<file path="src/rtl/espi_strap_drv_pkg.sv">
// Shared constants for the eSPI strap driver: FSM encoding and default timings.
package espi_strap_drv_pkg;

   localparam logic [7:0] SETUP_US_DEF = 8'd10;
   localparam logic [7:0] HOLD_US_DEF  = 8'd2;

   typedef logic [1:0] strapSt_t;

   localparam strapSt_t ST_DRIVE   = 2'd0;
   localparam strapSt_t ST_READY   = 2'd1;
   localparam strapSt_t ST_HOLD    = 2'd2;
   localparam strapSt_t ST_RELEASE = 2'd3;

   // Strap data follows the input only before the PCH has sampled it.
   function automatic logic strapTracks(input strapSt_t st);
      return (st == ST_DRIVE) || (st == ST_READY);
   endfunction

endpackage

</file>
<file path="src/rtl/espi_strap_drv_if.sv">
// Strap driver signal bundle: PCH reset, tick, strap pattern and pin controls.
interface espi_strap_drv_if #(
   parameter int STRAP_W = 4
);
   logic               i1uSCE;
   logic               iRsmRst_N;
   logic [STRAP_W-1:0] iStrapVal;
   logic               oStrapOe;
   logic [STRAP_W-1:0] oStrapData;
   logic               oMuxSel;
   logic               oSetupErr;

   modport master (
      output i1uSCE, iRsmRst_N, iStrapVal,
      input  oStrapOe, oStrapData, oMuxSel, oSetupErr
   );

   modport slave (
      input  i1uSCE, iRsmRst_N, iStrapVal,
      output oStrapOe, oStrapData, oMuxSel, oSetupErr
   );
endinterface

</file>
<file path="src/rtl/espi_strap_drv_us_counter.sv">
// Microsecond counter: synchronous clear, tick enable, saturates at 8'hFF.
module us_counter (
   input  logic       iClk,
   input  logic       iRst_n,
   input  logic       iClr,
   input  logic       iTick,
   input  logic [7:0] iCmpVal,
   output logic       oHit
);

   logic [7:0] rCount;

   // Clear wins over a coincident tick so a tick on a state change is dropped.
   always_ff @(posedge iClk) begin
      if (!iRst_n || iClr)
         rCount <= 8'd0;
      else if (iTick && (rCount != 8'hFF))
         rCount <= rCount + 8'd1;
   end

   assign oHit = (rCount == iCmpVal);

endmodule

</file>
<file path="src/rtl/espi_strap_drv.sv">
// eSPI strap driver: holds strap pins around RSMRST# deassertion, then hands
// the pins to the PCH through the mux with break-before-make ordering.
//
// state      | meaning
// ST_DRIVE   | straps driven, counting setup time
// ST_READY   | setup time met, waiting for RSMRST# deassertion
// ST_HOLD    | RSMRST# high, straps still driven for the hold time
// ST_RELEASE | straps released, mux hands pins to the PCH
module espi_strap_drv
   import espi_strap_drv_pkg::*;
#(
   parameter logic [7:0] SETUP_US = SETUP_US_DEF,
   parameter logic [7:0] HOLD_US  = HOLD_US_DEF,
   parameter int         STRAP_W  = 4
) (
   input  logic                    iClk,
   input  logic                    iRst_n,
   espi_strap_drv_if.slave         bus
);

   logic               rSync1;
   logic               rRsm;
   strapSt_t           rState;
   strapSt_t           nState;
   logic               setErr;
   logic               cntHit;
   logic               cntClr;
   logic               cntEn;
   logic [7:0]         cmpVal;
   logic               rStrapOe;
   logic               rMuxSel;
   logic               rSetupErr;
   logic [STRAP_W-1:0] rStrapData;

   // Two-flop synchronizer for the asynchronous RSMRST#.
   always_ff @(posedge iClk) begin
      if (!iRst_n) begin
         rSync1 <= 1'b0;
         rRsm   <= 1'b0;
      end else begin
         rSync1 <= bus.iRsmRst_N;
         rRsm   <= rSync1;
      end
   end

   // Next-state decode; an early RSMRST# rise flags a setup violation.
   always_comb begin
      nState = rState;
      setErr = 1'b0;
      case (rState)
         ST_DRIVE: begin
            if (cntHit)
               nState = rRsm ? ST_HOLD : ST_READY;
            else if (rRsm) begin
               nState = ST_HOLD;
               setErr = 1'b1;
            end
         end
         ST_READY:   if (rRsm) nState = ST_HOLD;
         ST_HOLD: begin
            if (!rRsm)
               nState = ST_DRIVE;
            else if (cntHit)
               nState = ST_RELEASE;
         end
         ST_RELEASE: if (!rRsm) nState = ST_DRIVE;
         default:    nState = ST_DRIVE;
      endcase
   end

   assign cntClr = (nState != rState);
   assign cntEn  = bus.i1uSCE && ((rState == ST_DRIVE) || (rState == ST_HOLD));
   assign cmpVal = (rState == ST_HOLD) ? HOLD_US : SETUP_US;

   us_counter u_us_counter (
      .iClk    (iClk),
      .iRst_n  (iRst_n),
      .iClr    (cntClr),
      .iTick   (cntEn),
      .iCmpVal (cmpVal),
      .oHit    (cntHit)
   );

   // State and registered outputs. OE drops on RELEASE entry and mux follows a
   // cycle later; on leaving RELEASE mux drops first and OE returns a cycle later.
   always_ff @(posedge iClk) begin
      if (!iRst_n) begin
         rState     <= ST_DRIVE;
         rStrapOe   <= 1'b1;
         rMuxSel    <= 1'b0;
         rSetupErr  <= 1'b0;
         rStrapData <= '0;
      end else begin
         rState    <= nState;
         rStrapOe  <= (nState != ST_RELEASE) && (rState != ST_RELEASE);
         rMuxSel   <= (nState == ST_RELEASE) && (rState == ST_RELEASE);
         rSetupErr <= rSetupErr | setErr;
         if (strapTracks(rState))
            rStrapData <= bus.iStrapVal;
      end
   end

   assign bus.oStrapOe   = rStrapOe;
   assign bus.oMuxSel    = rMuxSel;
   assign bus.oSetupErr  = rSetupErr;
   assign bus.oStrapData = rStrapData;

endmodule

</file>
<file path="src/flat_wrapper.sv">
// flat-port wrapper written by rule: the top's interface ports become plain ports
module espi_strap_drv_flat import espi_strap_drv_pkg::*;
#(
   parameter logic [7:0] SETUP_US = SETUP_US_DEF,
   parameter logic [7:0] HOLD_US  = HOLD_US_DEF,
   parameter int         STRAP_W  = 4
)
  (iClk, iRst_n, bus_i1uSCE, bus_iRsmRst_N, bus_iStrapVal, bus_oStrapOe, bus_oStrapData, bus_oMuxSel, bus_oSetupErr);
  espi_strap_drv_if #(.STRAP_W(STRAP_W)) bus_i ();
  input  logic iClk;
  input  logic iRst_n;
  input wire logic [$bits(bus_i.i1uSCE)-1:0] bus_i1uSCE;
  input wire logic [$bits(bus_i.iRsmRst_N)-1:0] bus_iRsmRst_N;
  input wire logic [$bits(bus_i.iStrapVal)-1:0] bus_iStrapVal;
  output wire logic [$bits(bus_i.oStrapOe)-1:0] bus_oStrapOe;
  output wire logic [$bits(bus_i.oStrapData)-1:0] bus_oStrapData;
  output wire logic [$bits(bus_i.oMuxSel)-1:0] bus_oMuxSel;
  output wire logic [$bits(bus_i.oSetupErr)-1:0] bus_oSetupErr;
  assign bus_i.i1uSCE = bus_i1uSCE;
  assign bus_i.iRsmRst_N = bus_iRsmRst_N;
  assign bus_i.iStrapVal = bus_iStrapVal;
  assign bus_oStrapOe = bus_i.oStrapOe;
  assign bus_oStrapData = bus_i.oStrapData;
  assign bus_oMuxSel = bus_i.oMuxSel;
  assign bus_oSetupErr = bus_i.oSetupErr;
  espi_strap_drv #(.SETUP_US(SETUP_US), .HOLD_US(HOLD_US), .STRAP_W(STRAP_W)) u_core (.iClk(iClk), .iRst_n(iRst_n), .bus(bus_i));
endmodule
</file>
<file path="config.mk">
export PLATFORM = sky130hd
export DESIGN_NAME = espi_strap_drv_flat
export DESIGN_NICKNAME = d
export VERILOG_FILES = /design/src/rtl/espi_strap_drv_pkg.sv /design/src/rtl/espi_strap_drv_if.sv /design/src/rtl/espi_strap_drv_us_counter.sv /design/src/rtl/espi_strap_drv.sv /design/src/flat_wrapper.sv
export SDC_FILE = /design/constraint.sdc
export NUM_CORES = 1
export LEC_CHECK = 0
export CORE_MARGIN = 10
export CORE_UTILIZATION = 54
export CTS_CLUSTER_DIAMETER = 150
export DETAILED_ROUTE_END_ITERATION = 6
export GPL_ROUTABILITY_DRIVEN = 0
export MAX_ROUTING_LAYER = met4
export PLACE_DENSITY_LB_ADDON = 0.05
export SYNTH_ARGS = -nofsm -noshare
export SYNTH_HDL_FRONTEND = slang
export SYNTH_SLANG_ARGS = --single-unit
export TNS_END_PERCENT = 10
</file>
<file path="constraint.sdc">
create_clock -name iClk -period 3.1 [get_ports iClk]
set_clock_uncertainty 0.1 [all_clocks]
set_input_delay 0.31 -clock iClk [delete_from_list [all_inputs] [get_ports iClk]]
set_output_delay 0.31 -clock iClk [all_outputs]
set_load 0.03 [all_outputs]
</file>
Word level (Yosys, flattened, before mapping)
Cells that the tools add are included. Widths: inputs -> output; s select.

Register bits after elaboration: 19. Input port bits: 8.

Add/sub/neg operators: 1. Reductions and logical operators: 9. Muxes and demuxes: 11. Bitwise gates (word level): 1. Equal/unequal tests: 9.

Operator list (count): $mux 2 (6); $add 8x1->8 const B (1); $eq 8x8->1 (1); $ne 8x8->1 const B (1); $pmux 2 s4 (1); $eq 2x2->1 const B (3); $logic_and 1x1->1 (4); $mux 4 (1); $ne 2x2->1 const B (2); $logic_or 1x1->1 (3); $mux 1 (3); $eq 2x1->1 const B (1); $logic_not 2->1 (1); $ne 2x2->1 (1); $logic_not 1->1 (1); $or 1x1->1 (1).

Logic depth before layout (Yosys ltp)
Word-level depth: 8. Mapped depth: 5.

Modules after synthesis
A second synthesis with hierarchy kept.

Cells, all modules: 100. Area, all modules: 957.2 sq um.

Modules (own cells, without submodules): us_counter (times used 1, area an instance 543.0 sq um, seq. area each 160.2 sq um, cells an instance 63); espi_strap_drv (times used 1, area an instance 414.1 sq um, seq. area each 220.2 sq um, cells an instance 37).

Worst setup path after synthesis
OpenSTA, ideal clock, no wires.

Path kind: register to register. Start point: register u_core.u_us_counter.rCount[1]. End point: register u_core.u_us_counter.rCount[4]. Path buffers: 0. Library setup time: 0.131 ns. Arrival time: 1.255 ns. Cell stages (with the launch flop): 6. Slack: 1.614 ns. Clock period less this slack: 1.486 ns. Data required time: 2.869 ns. Path through: dfxtp_1 > ha_1 > nand4b_1 > a211oi_1 > xnor2_1 > nor2_1.

Cells in the longest elaborated chain, start to end: 6. Elaborated cells on any way between the ends: 10.

Ends and longest elaborated chain: from (decl) (line espi_strap_drv_us_counter.sv:11) `logic [7:0] rCount;`; from (signal assigned) (line espi_strap_drv_us_counter.sv:18) `rCount <= rCount + 8'd1;`; $eq 8x8->1 (line espi_strap_drv_us_counter.sv:21) `assign oHit = (rCount == iCmpVal);`; $mux 2 (line espi_strap_drv.sv:63) `else if (cntHit)`; $mux 2 (line espi_strap_drv.sv:61) `if (!rRsm)`; $pmux 2 s4 (line espi_strap_drv.sv:50) `case (rState)`; $ne 2x2->1 (line espi_strap_drv.sv:71) `assign cntClr = (nState != rState);`; $logic_or 1x1->1 (line espi_strap_drv_us_counter.sv:15) `if (!iRst_n || iClr)`.

Several ways; a longest one is shown, not always the timed one. A chain may end at the register's enable or synchronous reset.

Worst setup path after layout
Start point: register u_core.u_us_counter.rCount[1]. End point: register u_core.u_us_counter.rCount[6].

Same word-level chain as after synthesis.

==> impl_metrics.toml <==
[synth]
yosysSeqAreaShare_pct = 43.4
netlist_top_cells_area = "dfxtp_1, mux2i_1, xnor2_1, nor2b_1, o311ai_4"
syn_inst = 90
synth_top_area_share_pct = 43.4
ys_ff_latch = 19
avgSynthCellArea_um2 = 9.73
synth_top_area_cell = "dfxtp_1"
synth_area_um2 = 876
yosysWarnings = 0
syn_nets = 100
synth_cell_types = 36

[sta]
period_minus_slack_ns = 1.75
fin_ws_ns = 1.35
slew_headroom_pct = 66.8
hold_viol_final = 0
fin_crit_sh_pct = 56.4
rsz0062_at_grt = "no"
report.final.slew_viol_count = 0
fin_tns_setup_ns = 0
fmax_ghz = 0.572
worst_pin_slew_ns = 0.486
setup_viol = 0

[hold_path]
holdPathStages = 1
hold_class = "flip-flop to flip-flop"

[final_layout]
area_growth_pct = 19.1
final_nets = 115
drive_above_1_share_pct = 8.65
antenna_cells = 0

[worst_setup_path]
reg2reg_depth = 4
required_ns = 3.22
critPathMaxFanout = 7
path_delay_family = "simple AND/OR/NAND/NOR gates"
crit_arrival_ns = 1.86
cpPeakStageDelay_ns = 0.49
end_kind = "flip-flop"
crit_type = "flip-flop to flip-flop"
cp_num_buf_inv = 0
worstSetupStartpointType = "flip-flop"
crit_cells = 4
cp_cell_sequence = "ha_1, nand4b_1, or3_1, a21oi_1"
slowest_stage = "dfxtp_1"

[route]
drt.antenna.violating_nets = 0
post_drt_via_cell_ratio = 5.71
routedWlPerCell_um = 14.0
vias = 685
totalWireLength_um = 1680
first_iter_violations = 12
drc_errors = 0
firstDrtPassIters = 5

[cts]
cts_hold_buf = 0
clock_path_buffers = 2
clockRootBuffer = "clkbuf_4"
cts_resized = 0
cts_setup_buffers = 0
cts_tree = "done"
cts_inserted_buffers = 3
clk_latency_ns = 0.29
cts_sinks = 19
cts.reportedPaths.clkPinSlew_ns = 0.10
ctsHtreeMaxLevel = 1

[floorplanning]
initial_core_util_pct = 57.5
rows = 14
fp.dieH_um = 60.3
die_w_um = 60.3
coreArea_mm2 = 0.00152
dieArea_mm2 = 0.00363
io_pins = 15

[power]
p_sw_share_pct = 24.0
power_frac_seq_pct = 60.0
p_sw_uw = 103
internal-power_uw = 328
power.share.clock_pct = 28.4
power_density_mw_per_mm2 = 413
ir_drop_mv = 0.279
p_comb_share_pct = 11.6
p_leak_nw = 0.355

[run]
maxCapViolCount = 0

[global_routing]
grt.total_usage_pct = 9.80
grt_antenna_before_repair = 0
grt_start_max_net_pins = 12
grt_pass1_vias = 596
grt_overflow = 0
grt_pass1_wl_um = 2660

[outcome]
status = "complete, no violations"

[place]
pre_cts_ws_ns = 1.39
dpl.hpwl_um = 1240
io_buffers = 14
## layout by cell type (no fill, tap or decap), types with 2 or more instances in the layout
cell type,count
nand2_1,4
nand3_1,4
clkdlybuf4s50_1,14
and2_1,3
nor2b_1,6
mux2i_1,5
a21oi_1,4
nand4_1,2
nor2_1,5
clkbuf_4,3
inv_1,3
ha_1,2
a211oi_1,2
o211ai_1,2
dfxtp_1,19
xnor2_1,5
## synthesized netlist by cell type
library cell	number
o21a_1	1
nand2b_1	1
clkbuf_1	1
o22ai_1	1
a211oi_1	2
o31ai_1	1
nor2_1	5
nand3b_1	1
nor3_1	1
xnor2_1	5
o311ai_4	1
and2_1	3
a31oi_1	1
nor3_2	1
o21ai_0	1
and4_2	1
o211ai_1	2
nand2_1	4
a21oi_1	4
and3_1	1
nand4_1	2
nor2b_1	6
or3_1	1
nand3_1	4
a2111oi_0	1
dfxtp_1	19
nor4_2	1
nand4b_1	1
a22oi_1	1
and3b_2	1
ha_1	2
or2_2	1
buf_2	3
inv_1	3
mux2i_1	5
and4b_1	1
## layout make-up
type,instances,area (um^2)
Clock buffer,4,26.3
Tap cell,16,20.0
Inverter,3,11.3
Multi-Input combinational cell,64,465
Sequential cell,19,380
Fill cell,125,480
Timing Repair Buffer,14,140
## worst paths after layout
check	from	end	slack, ns
worst max-delay path	u_core.u_us_counter.rCount[1]	u_core.u_us_counter.rCount[6]	1.35
worst min-delay path	u_core.rSync1	u_core.rRsm	0.35
worst max register to register	u_core.u_us_counter.rCount[1]	u_core.u_us_counter.rCount[6]	1.35
worst min register to register	u_core.rSync1	u_core.rRsm	0.35
## power by group through the flow
stage	combinational, mW	sequential [mW]	clock (mW)
floorplan	0.0237	0.269	0
global placement	0.0498	0.264	0
detailed placement	0.0503	0.264	0
CTS	0.0506	0.259	0.128
global route	0.0542	0.260	0.141
finish	0.0501	0.258	0.123
## cell families after synthesis
group	after synthesis	synth area share, %
fa+ha+maj	2	2.86
mux	5	5.71
simple gates	36	25.3
compound gates	16	14.3
flops	19	43.4
buf+inv	7	3.43
xor+xnor	5	5.00
## per-stage QoR
stage                     power (mW)  hold slack [ns]  utilization [%]  cell area (um^2)  instances
after floorplan                0.293            0.312                -               876         90
after global placement         0.314            0.313             66.7              1020        116
after detailed placement       0.314            0.322             66.7              1020        116
after CTS                      0.437            0.349             68.5              1040        120
after global routing           0.454            0.357             68.5              1040        120
final                          0.431            0.348             68.5              1040        120
## sequential cells by signal, indices dropped and copies added, names as in the netlist
register	flops
u_core.u_us_counter.rCount	8
u_core.bus.oStrapData	4
u_core.rState	2
u_core.bus.oMuxSel	1
u_core.bus.oSetupErr	1
u_core.bus.oStrapOe	1
u_core.rRsm	1
u_core.rSync1	1
## layer usage
| layer | share of wire (%) | up-vias | routed length, um | track usage, % |
|---|---|---|---|---|
| li1 | - | 349 | - | - |
| met1 | 49 | 309 | 829 | 13.1 |
| met2 | 44 | 21 | 739 | 12.6 |
| met3 | 4.8 | 6 | 80 | 2.54 |
| met4 | 2.0 | 0 | 34 | 5.77 |
| met5 | 0 | - | 0 | - |
No activity file was read; power rests on OpenSTA's default activity.
